### config.mk
export PLATFORM = sky130hd
export DESIGN_NAME = stopwatch_core_flat
export DESIGN_NICKNAME = d
export VERILOG_FILES = /design/src/rtl/stopwatch_core_if.sv /design/src/rtl/stopwatch_core.sv /design/src/flat_wrapper.sv
export SDC_FILE = /design/constraint.sdc
export NUM_CORES = 1
export LEC_CHECK = 0
export CAP_MARGIN = 10
export CORE_MARGIN = 3
export CORE_UTILIZATION = 41
export CTS_CLUSTER_SIZE = 16
export DETAILED_ROUTE_END_ITERATION = 12
export PLACE_DENSITY = 0.6
export SETUP_SLACK_MARGIN = 0.05
export SYNTH_ARGS = -nofsm -noshare
export SYNTH_HDL_FRONTEND = slang
export SYNTH_SLANG_ARGS = --single-unit
### constraint.sdc
create_clock -name clk_25MHz -period 2.7 [get_ports clk_25MHz]
set_input_delay 0.81 -clock clk_25MHz [delete_from_list [all_inputs] [get_ports clk_25MHz]]
set_output_delay 0.81 -clock clk_25MHz [all_outputs]
set_load 0.05 [all_outputs]
### src/rtl/stopwatch_core_if.sv
// Bundle of the stopwatch's divider strobes, raw buttons and display/time outputs.
// The core connects through the slave modport; whatever drives the inputs uses master.
interface stopwatch_core_if;
  logic       clk_1Hz;
  logic       clk_1kHz;
  logic       btn_start_stop;
  logic       btn_clear;
  logic [6:0] seg;
  logic [3:0] an;
  logic       running;
  logic [3:0] sec_ones;
  logic [3:0] sec_tens;
  logic [3:0] min_ones;
  logic [3:0] min_tens;
  logic [1:0] dbg_state;

  modport master (
    output clk_1Hz, clk_1kHz, btn_start_stop, btn_clear,
    input  seg, an, running, sec_ones, sec_tens, min_ones, min_tens, dbg_state
  );

  modport slave (
    input  clk_1Hz, clk_1kHz, btn_start_stop, btn_clear,
    output seg, an, running, sec_ones, sec_tens, min_ones, min_tens, dbg_state
  );
endinterface

### src/rtl/stopwatch_core.sv
// Stopwatch core: tick extraction, button debounce, start/pause/clear FSM,
// MM:SS BCD counter and a 4-digit multiplexed active-low 7-segment driver.

module stopwatch_debounce #(
  parameter int TICKS = 20
) (
  input  logic clk,
  input  logic rst_n,
  input  logic ms_tick,
  input  logic raw,
  output logic press
);
  logic       sync1;
  logic       sync2;
  logic       stable;
  logic       stable_d;
  logic [4:0] cnt;

  // Any return of the synchronised level to `stable` restarts the count.
  always_ff @(posedge clk) begin
    if (!rst_n) begin
      sync1    <= 1'b0;
      sync2    <= 1'b0;
      stable   <= 1'b0;
      stable_d <= 1'b0;
      cnt      <= 5'd0;
    end else begin
      sync1    <= raw;
      sync2    <= sync1;
      stable_d <= stable;
      if (sync2 == stable) begin
        cnt <= 5'd0;
      end else if (ms_tick) begin
        if (cnt == 5'(TICKS - 1)) begin
          stable <= sync2;
          cnt    <= 5'd0;
        end else begin
          cnt <= cnt + 5'd1;
        end
      end
    end
  end

  assign press = stable & ~stable_d;
endmodule

module stopwatch_core #(
  parameter int DEBOUNCE_TICKS = 20
) (
  input  logic            clk_25MHz,
  input  logic            rst_n,
  stopwatch_core_if.slave bus
);
  typedef enum logic [1:0] {
    ST_IDLE    = 2'd0,
    ST_RUNNING = 2'd1,
    ST_PAUSED  = 2'd2
  } state_t;

  // [0]/[1] synchroniser stages, [2] previous synchronised value.
  logic [2:0] hz_sh;
  logic [2:0] khz_sh;
  logic       tick_1hz;
  logic       tick_1khz;

  logic       ss_press;
  logic       clr_press;

  state_t     state_q;
  state_t     state_d;
  logic       running_q;
  logic       count_en;
  logic       clear_digits;

  logic [3:0] sec_ones_q;
  logic [3:0] sec_tens_q;
  logic [3:0] min_ones_q;
  logic [3:0] min_tens_q;

  logic [1:0] idx;
  logic [3:0] digit_sel;
  logic [3:0] an_next;
  logic [6:0] seg_next;
  logic [3:0] an_q;
  logic [6:0] seg_q;

  always_ff @(posedge clk_25MHz) begin
    if (!rst_n) begin
      hz_sh  <= 3'b000;
      khz_sh <= 3'b000;
    end else begin
      hz_sh  <= {hz_sh[1], hz_sh[0], bus.clk_1Hz};
      khz_sh <= {khz_sh[1], khz_sh[0], bus.clk_1kHz};
    end
  end

  assign tick_1hz  = hz_sh[1] & ~hz_sh[2];
  assign tick_1khz = khz_sh[1] & ~khz_sh[2];

  stopwatch_debounce #(.TICKS(DEBOUNCE_TICKS)) u_db_start_stop (
    .clk     (clk_25MHz),
    .rst_n   (rst_n),
    .ms_tick (tick_1khz),
    .raw     (bus.btn_start_stop),
    .press   (ss_press)
  );

  stopwatch_debounce #(.TICKS(DEBOUNCE_TICKS)) u_db_clear (
    .clk     (clk_25MHz),
    .rst_n   (rst_n),
    .ms_tick (tick_1khz),
    .raw     (bus.btn_clear),
    .press   (clr_press)
  );

  // FSM state register; running is registered alongside so both move on one edge.
  always_ff @(posedge clk_25MHz) begin
    if (!rst_n) begin
      state_q   <= ST_IDLE;
      running_q <= 1'b0;
    end else begin
      state_q   <= state_d;
      running_q <= (state_d == ST_RUNNING);
    end
  end

  always_comb begin
    state_d = state_q;
    case (state_q)
      ST_IDLE: begin
        if (clr_press)     state_d = ST_IDLE;
        else if (ss_press) state_d = ST_RUNNING;
      end
      ST_RUNNING: begin
        if (ss_press)      state_d = ST_PAUSED;
      end
      ST_PAUSED: begin
        if (clr_press)     state_d = ST_IDLE;
        else if (ss_press) state_d = ST_RUNNING;
      end
      default:             state_d = ST_IDLE;
    endcase
  end

  // Counting follows the registered state, so a tick on the pause edge still counts.
  always_comb begin
    count_en     = 1'b0;
    clear_digits = 1'b0;
    case (state_q)
      ST_RUNNING:         count_en     = tick_1hz;
      ST_IDLE, ST_PAUSED: clear_digits = clr_press;
      default: begin
        count_en     = 1'b0;
        clear_digits = 1'b0;
      end
    endcase
  end

  always_ff @(posedge clk_25MHz) begin
    if (!rst_n || clear_digits) begin
      sec_ones_q <= 4'd0;
      sec_tens_q <= 4'd0;
      min_ones_q <= 4'd0;
      min_tens_q <= 4'd0;
    end else if (count_en) begin
      if (sec_ones_q == 4'd9) begin
        sec_ones_q <= 4'd0;
        if (sec_tens_q == 4'd5) begin
          sec_tens_q <= 4'd0;
          if (min_ones_q == 4'd9) begin
            min_ones_q <= 4'd0;
            if (min_tens_q == 4'd5) min_tens_q <= 4'd0;
            else                    min_tens_q <= min_tens_q + 4'd1;
          end else begin
            min_ones_q <= min_ones_q + 4'd1;
          end
        end else begin
          sec_tens_q <= sec_tens_q + 4'd1;
        end
      end else begin
        sec_ones_q <= sec_ones_q + 4'd1;
      end
    end
  end

  always_ff @(posedge clk_25MHz) begin
    if (!rst_n) begin
      idx <= 2'd0;
    end else if (tick_1khz) begin
      idx <= idx + 2'd1;
    end
  end

  always_comb begin
    digit_sel = sec_ones_q;
    an_next   = 4'b1110;
    case (idx)
      2'd0: begin digit_sel = sec_ones_q; an_next = 4'b1110; end
      2'd1: begin digit_sel = sec_tens_q; an_next = 4'b1101; end
      2'd2: begin digit_sel = min_ones_q; an_next = 4'b1011; end
      2'd3: begin digit_sel = min_tens_q; an_next = 4'b0111; end
      default: begin digit_sel = sec_ones_q; an_next = 4'b1110; end
    endcase
  end

  // Active-low decode, seg[0]=a .. seg[6]=g.
  always_comb begin
    seg_next = 7'b1111111;
    case (digit_sel)
      4'd0: seg_next = 7'b1000000;
      4'd1: seg_next = 7'b1111001;
      4'd2: seg_next = 7'b0100100;
      4'd3: seg_next = 7'b0110000;
      4'd4: seg_next = 7'b0011001;
      4'd5: seg_next = 7'b0010010;
      4'd6: seg_next = 7'b0000010;
      4'd7: seg_next = 7'b1111000;
      4'd8: seg_next = 7'b0000000;
      4'd9: seg_next = 7'b0010000;
      default: seg_next = 7'b1111111;
    endcase
  end

  always_ff @(posedge clk_25MHz) begin
    if (!rst_n) begin
      an_q  <= 4'b1111;
      seg_q <= 7'b1111111;
    end else begin
      an_q  <= an_next;
      seg_q <= seg_next;
    end
  end

  assign bus.seg       = seg_q;
  assign bus.an        = an_q;
  assign bus.running   = running_q;
  assign bus.sec_ones  = sec_ones_q;
  assign bus.sec_tens  = sec_tens_q;
  assign bus.min_ones  = min_ones_q;
  assign bus.min_tens  = min_tens_q;
  assign bus.dbg_state = state_q;
endmodule

### src/flat_wrapper.sv
// flat-port wrapper written by rule: the top's interface ports become plain ports
module stopwatch_core_flat 
#(
  parameter int DEBOUNCE_TICKS = 20
)
  (clk_25MHz, rst_n, bus_clk_1Hz, bus_clk_1kHz, bus_btn_start_stop, bus_btn_clear, bus_seg, bus_an, bus_running, bus_sec_ones, bus_sec_tens, bus_min_ones, bus_min_tens, bus_dbg_state);
  stopwatch_core_if bus_i ();
  input  logic clk_25MHz;
  input  logic rst_n;
  input wire logic [$bits(bus_i.clk_1Hz)-1:0] bus_clk_1Hz;
  input wire logic [$bits(bus_i.clk_1kHz)-1:0] bus_clk_1kHz;
  input wire logic [$bits(bus_i.btn_start_stop)-1:0] bus_btn_start_stop;
  input wire logic [$bits(bus_i.btn_clear)-1:0] bus_btn_clear;
  output wire logic [$bits(bus_i.seg)-1:0] bus_seg;
  output wire logic [$bits(bus_i.an)-1:0] bus_an;
  output wire logic [$bits(bus_i.running)-1:0] bus_running;
  output wire logic [$bits(bus_i.sec_ones)-1:0] bus_sec_ones;
  output wire logic [$bits(bus_i.sec_tens)-1:0] bus_sec_tens;
  output wire logic [$bits(bus_i.min_ones)-1:0] bus_min_ones;
  output wire logic [$bits(bus_i.min_tens)-1:0] bus_min_tens;
  output wire logic [$bits(bus_i.dbg_state)-1:0] bus_dbg_state;
  assign bus_i.clk_1Hz = bus_clk_1Hz;
  assign bus_i.clk_1kHz = bus_clk_1kHz;
  assign bus_i.btn_start_stop = bus_btn_start_stop;
  assign bus_i.btn_clear = bus_btn_clear;
  assign bus_seg = bus_i.seg;
  assign bus_an = bus_i.an;
  assign bus_running = bus_i.running;
  assign bus_sec_ones = bus_i.sec_ones;
  assign bus_sec_tens = bus_i.sec_tens;
  assign bus_min_ones = bus_i.min_ones;
  assign bus_min_tens = bus_i.min_tens;
  assign bus_dbg_state = bus_i.dbg_state;
  stopwatch_core #(.DEBOUNCE_TICKS(DEBOUNCE_TICKS)) u_core (.clk_25MHz(clk_25MHz), .rst_n(rst_n), .bus(bus_i));
endmodule
==> flow_summary.json <==
{
  "critPathKind": "reg -> out",
  "avgViaCountPerCell": 5.13,
  "postCtsSetupRepairBufs": 0,
  "post_synth_cell_types": 41,
  "critPathCaptureType": "output pin",
  "wire_length_of_the_first_global_routing_pass_mm": 8.20,
  "place_area_um2": 2860,
  "synth_top_flop_cell": "dfxtp_1",
  "post_cts.resized_instances": 0,
  "pwr_per_cell_area_nw_per_um2": 473,
  "floorplan.die.height_um": 83.0,
  "worstMarginPinSlew_ns": 0.785,
  "worst_hold_path_type": "reg -> reg",
  "drc_errors": 0,
  "clkTransAtPathRegs_ns": 0.09,
  "clk-insertion-delay-late_ns": 0.31,
  "cell_area_after_synthesis_um2": 2430,
  "max_cap_viols": 0,
  "io-pin-count": 36,
  "synth_warnings": 0,
  "design_area_um2": 2950,
  "number_of_buffers_created_by_cts": 5,
  "arrival_time_worst_endpoint_ns": 1.68,
  "most-common-layout-cells": "dfxtp_1, clkdlybuf4s50_1, a21oi_1, o21ai_0, nor2_1",
  "cts_max_path_buffers": 2,
  "dp.final_hpwl_mm": 3.40,
  "fin_crit_sh_pct": 92.3,
  "placementRows": 27,
  "critical_path.reg2reg.endpoint": "u_core.bus.seg[3]",
  "worst_hold_startpoint": "u_core.hz_sh[0]",
  "synthesis.instances": 262,
  "placed_cells": 363,
  "worstPathBufferInverterCount": 1,
  "area_growth_syn_to_layout_pct": 21.4,
  "fin_crit_period_ns": 2.49,
  "fin_skew_ns": 0.00846,
  "crit_path_start_kind": "register",
  "largest_net_degree_at_the_start_of_global_routing": 18,
  "drive_gt1_share_pct": 5.02,
  "worst-path-max-fanout": 9,
  "detail-route-antenna-nets": 0,
  "flip_flop_and_latch_count_after_synthesis": 56,
  "fraction_of_registers_with_async_set_reset_pct": 0,
  "synth_nets": 277,
  "internal_reg_to_reg_setup_slack_ns": 0.63,
  "timing.final.hold_violations": 0,
  "cts_root_buffer": "clkbuf_8",
  "max-slew-margin-rel_pct": 46.2,
  "fp.coreArea_um2": 5610,
  "vdd_drop_max_uv": 371,
  "result_of_the_run": "finished clean",
  "hold_slack_ns": 0.443,
  "global_route.overflow_total": 0,
  "fmaxAchievable_mhz": 401,
  "power.total_w": 0.00139,
  "global_route.usage.total_pct": 14.2,
  "port-buffer-count": 35,
  "leakagePower_nw": 1.04,
  "post_synth.cell_area_avg_um2": 9.28,
  "layoutNonFillerInstCount": 371,
  "crit-reg2reg-launch": "u_core.idx[1]",
  "die_w_um": 83.0,
  "grt_pass1_vias": 1771,
  "reg2regPathDepth": 6,
  "final_max_slew_viol_count": 0,
  "critPathMaxStageDelay_ns": 0.87,
  "synth-edff-count": 0,
  "cts_tree": "built",
  "detail_route.wl_per_cell_um": 12.7,
  "htree_levels": 2,
  "drt_wl_total_mm": 4.71,
  "report.final.setup_viol": 0,
  "design.die.area_um2": 6890,
  "synth_seq_area_share_pct": 46.1,
  "floorplan.initialDensity_pct": 43.4,
  "setup_repair_after_global_routing_missed_its_margin": "no",
  "antenna_violations_before_repair": 0,
  "most_frequent_standard_cell_in_the_layout_excluding_fill_and_tap_cells": "dfxtp_1",
  "cpLargestDelayFamily": "buffers and inverters",
  "cts_num_sinks": 56,
  "dr.first_iter.drc_count": 84,
  "antenna_cells_inserted": 0,
  "crit_slowest_cell": "clkdlybuf4s50_1",
  "hold_end": "u_core.hz_sh[1]",
  "num-nets-final": 313,
  "place_congestion": 0.786,
  "worst_hold_path.num_cells": 1,
  "cts_stage_hold_buffer_count": 0,
  "routed-via-count": 1903,
  "drt_pre_antenna_iters": 4,
  "worst-endpoint-required_ns": 1.89,
  "final.setup.tns_ns": 0,
  "worstPathCellList": "clkdlybuf4s50_1"
}
[worst max path at each step]
stage / startpoint / end / slack (ns) / depth (start not counted)
detailed placement: u_core.bus.sec_ones[1] / bus_sec_ones[1] / 0.55 / 1
CTS: u_core.bus.sec_ones[0] / bus_sec_ones[0] / 0.19 / 1
global route: u_core.bus.sec_ones[0] / bus_sec_ones[0] / 0.13 / 1
global placement: rst_n / u_core.bus.seg[6] / 0.57 / 4
floorplan: u_core.bus.dbg_state[0] / u_core.bus.min_ones[0] / 0.73 / 5
finish: u_core.bus.sec_ones[1] / bus_sec_ones[1] / 0.21 / 1
[flip-flops by register name, indices dropped and copies added, names as in the netlist, 3 cells and up]
| register | count |
|---|---|
| u_core.bus.min_ones | 4 |
| u_core.bus.min_tens | 4 |
| u_core.u_db_start_stop.cnt | 5 |
| u_core.bus.an | 4 |
| u_core.bus.sec_tens | 4 |
| u_core.bus.seg | 7 |
| u_core.bus.sec_ones | 4 |
| u_core.u_db_clear.cnt | 5 |
| u_core.khz_sh | 3 |
| u_core.hz_sh | 3 |
[cell families (layout without fill, tap and decap cells)]
family                     after synthesis  after routing  synth area share, %
buffers and inverters                   25             62                 4.12
DFF                                     56             56                 46.1
adders and majority gates                9              9                 4.63
muxes                                   10             10                 4.27
xor gates and xnor gates                13             13                 4.68
and+or+nand+nor                        100            100                 24.0
AOI/OAI and AO/OA                       49             49                 12.1
[cells in the mapped netlist, types with 4 or more instances]
cell type / n / area (um^2)
nor2_1: 16 / 60.1
nor2b_1: 13 / 81.3
a21oi_1: 16 / 80.1
and2_1: 15 / 93.8
o21ai_0: 16 / 80.1
nand4_1: 8 / 50.1
xnor2_1: 5 / 43.8
inv_1: 14 / 52.6
mux2i_1: 9 / 90.1
ha_1: 9 / 113
nor3b_1: 4 / 30.0
clkbuf_1: 7 / 26.3
nand3_1: 6 / 30.0
or3_1: 6 / 37.5
nand2_1: 13 / 48.8
xor2_1: 8 / 70.1
dfxtp_1: 56 / 1120
[layer usage]
layer | part of all wire, % | wire length [um] | track usage [%] | up-vias
li1 | - | - | - | 983
met1 | 50 | 2340 | 18.6 | 878
met2 | 45 | 2140 | 22.7 | 38
met3 | 4.0 | 190 | 3.47 | 4
met4 | 0.91 | 43 | 5.35 | 0
met5 | 0 | 0 | 0 | -
[final cells by class]
| class | count | area [um^2] |
|---|---|---|
| clock buffers | 6 | 72.6 |
| clock inverters | 2 | 16.3 |
| fillers | 547 | 2660 |
| inverters | 14 | 52.6 |
| multi-input cells | 181 | 1210 |
| flip-flops and latches | 56 | 1120 |
| well taps | 72 | 90.1 |
| repair buffers | 40 | 388 |
[power by group]
part | internal (W) | leakage [nW] | switching [W] | total (W)
clock | 0.000185 | 0.0414 | 0.000264 | 0.000448
sequential | 0.000841 | 0.456 | 0.00000486 | 0.000846
combinational | 0.0000397 | 0.544 | 0.0000605 | 0.000100
[stage by stage]
stage / worst slack, ns / util (%)
2_1_floorplan: 0.733 / -
3_3_place_gp: 0.566 / 51.0
3_5_place_dp: 0.553 / 51.0
4_1_cts: 0.193 / 52.6
5_1_grt: 0.134 / 52.6
6_report: 0.207 / 52.6
No activity file was read; power rests on OpenSTA's default activity.
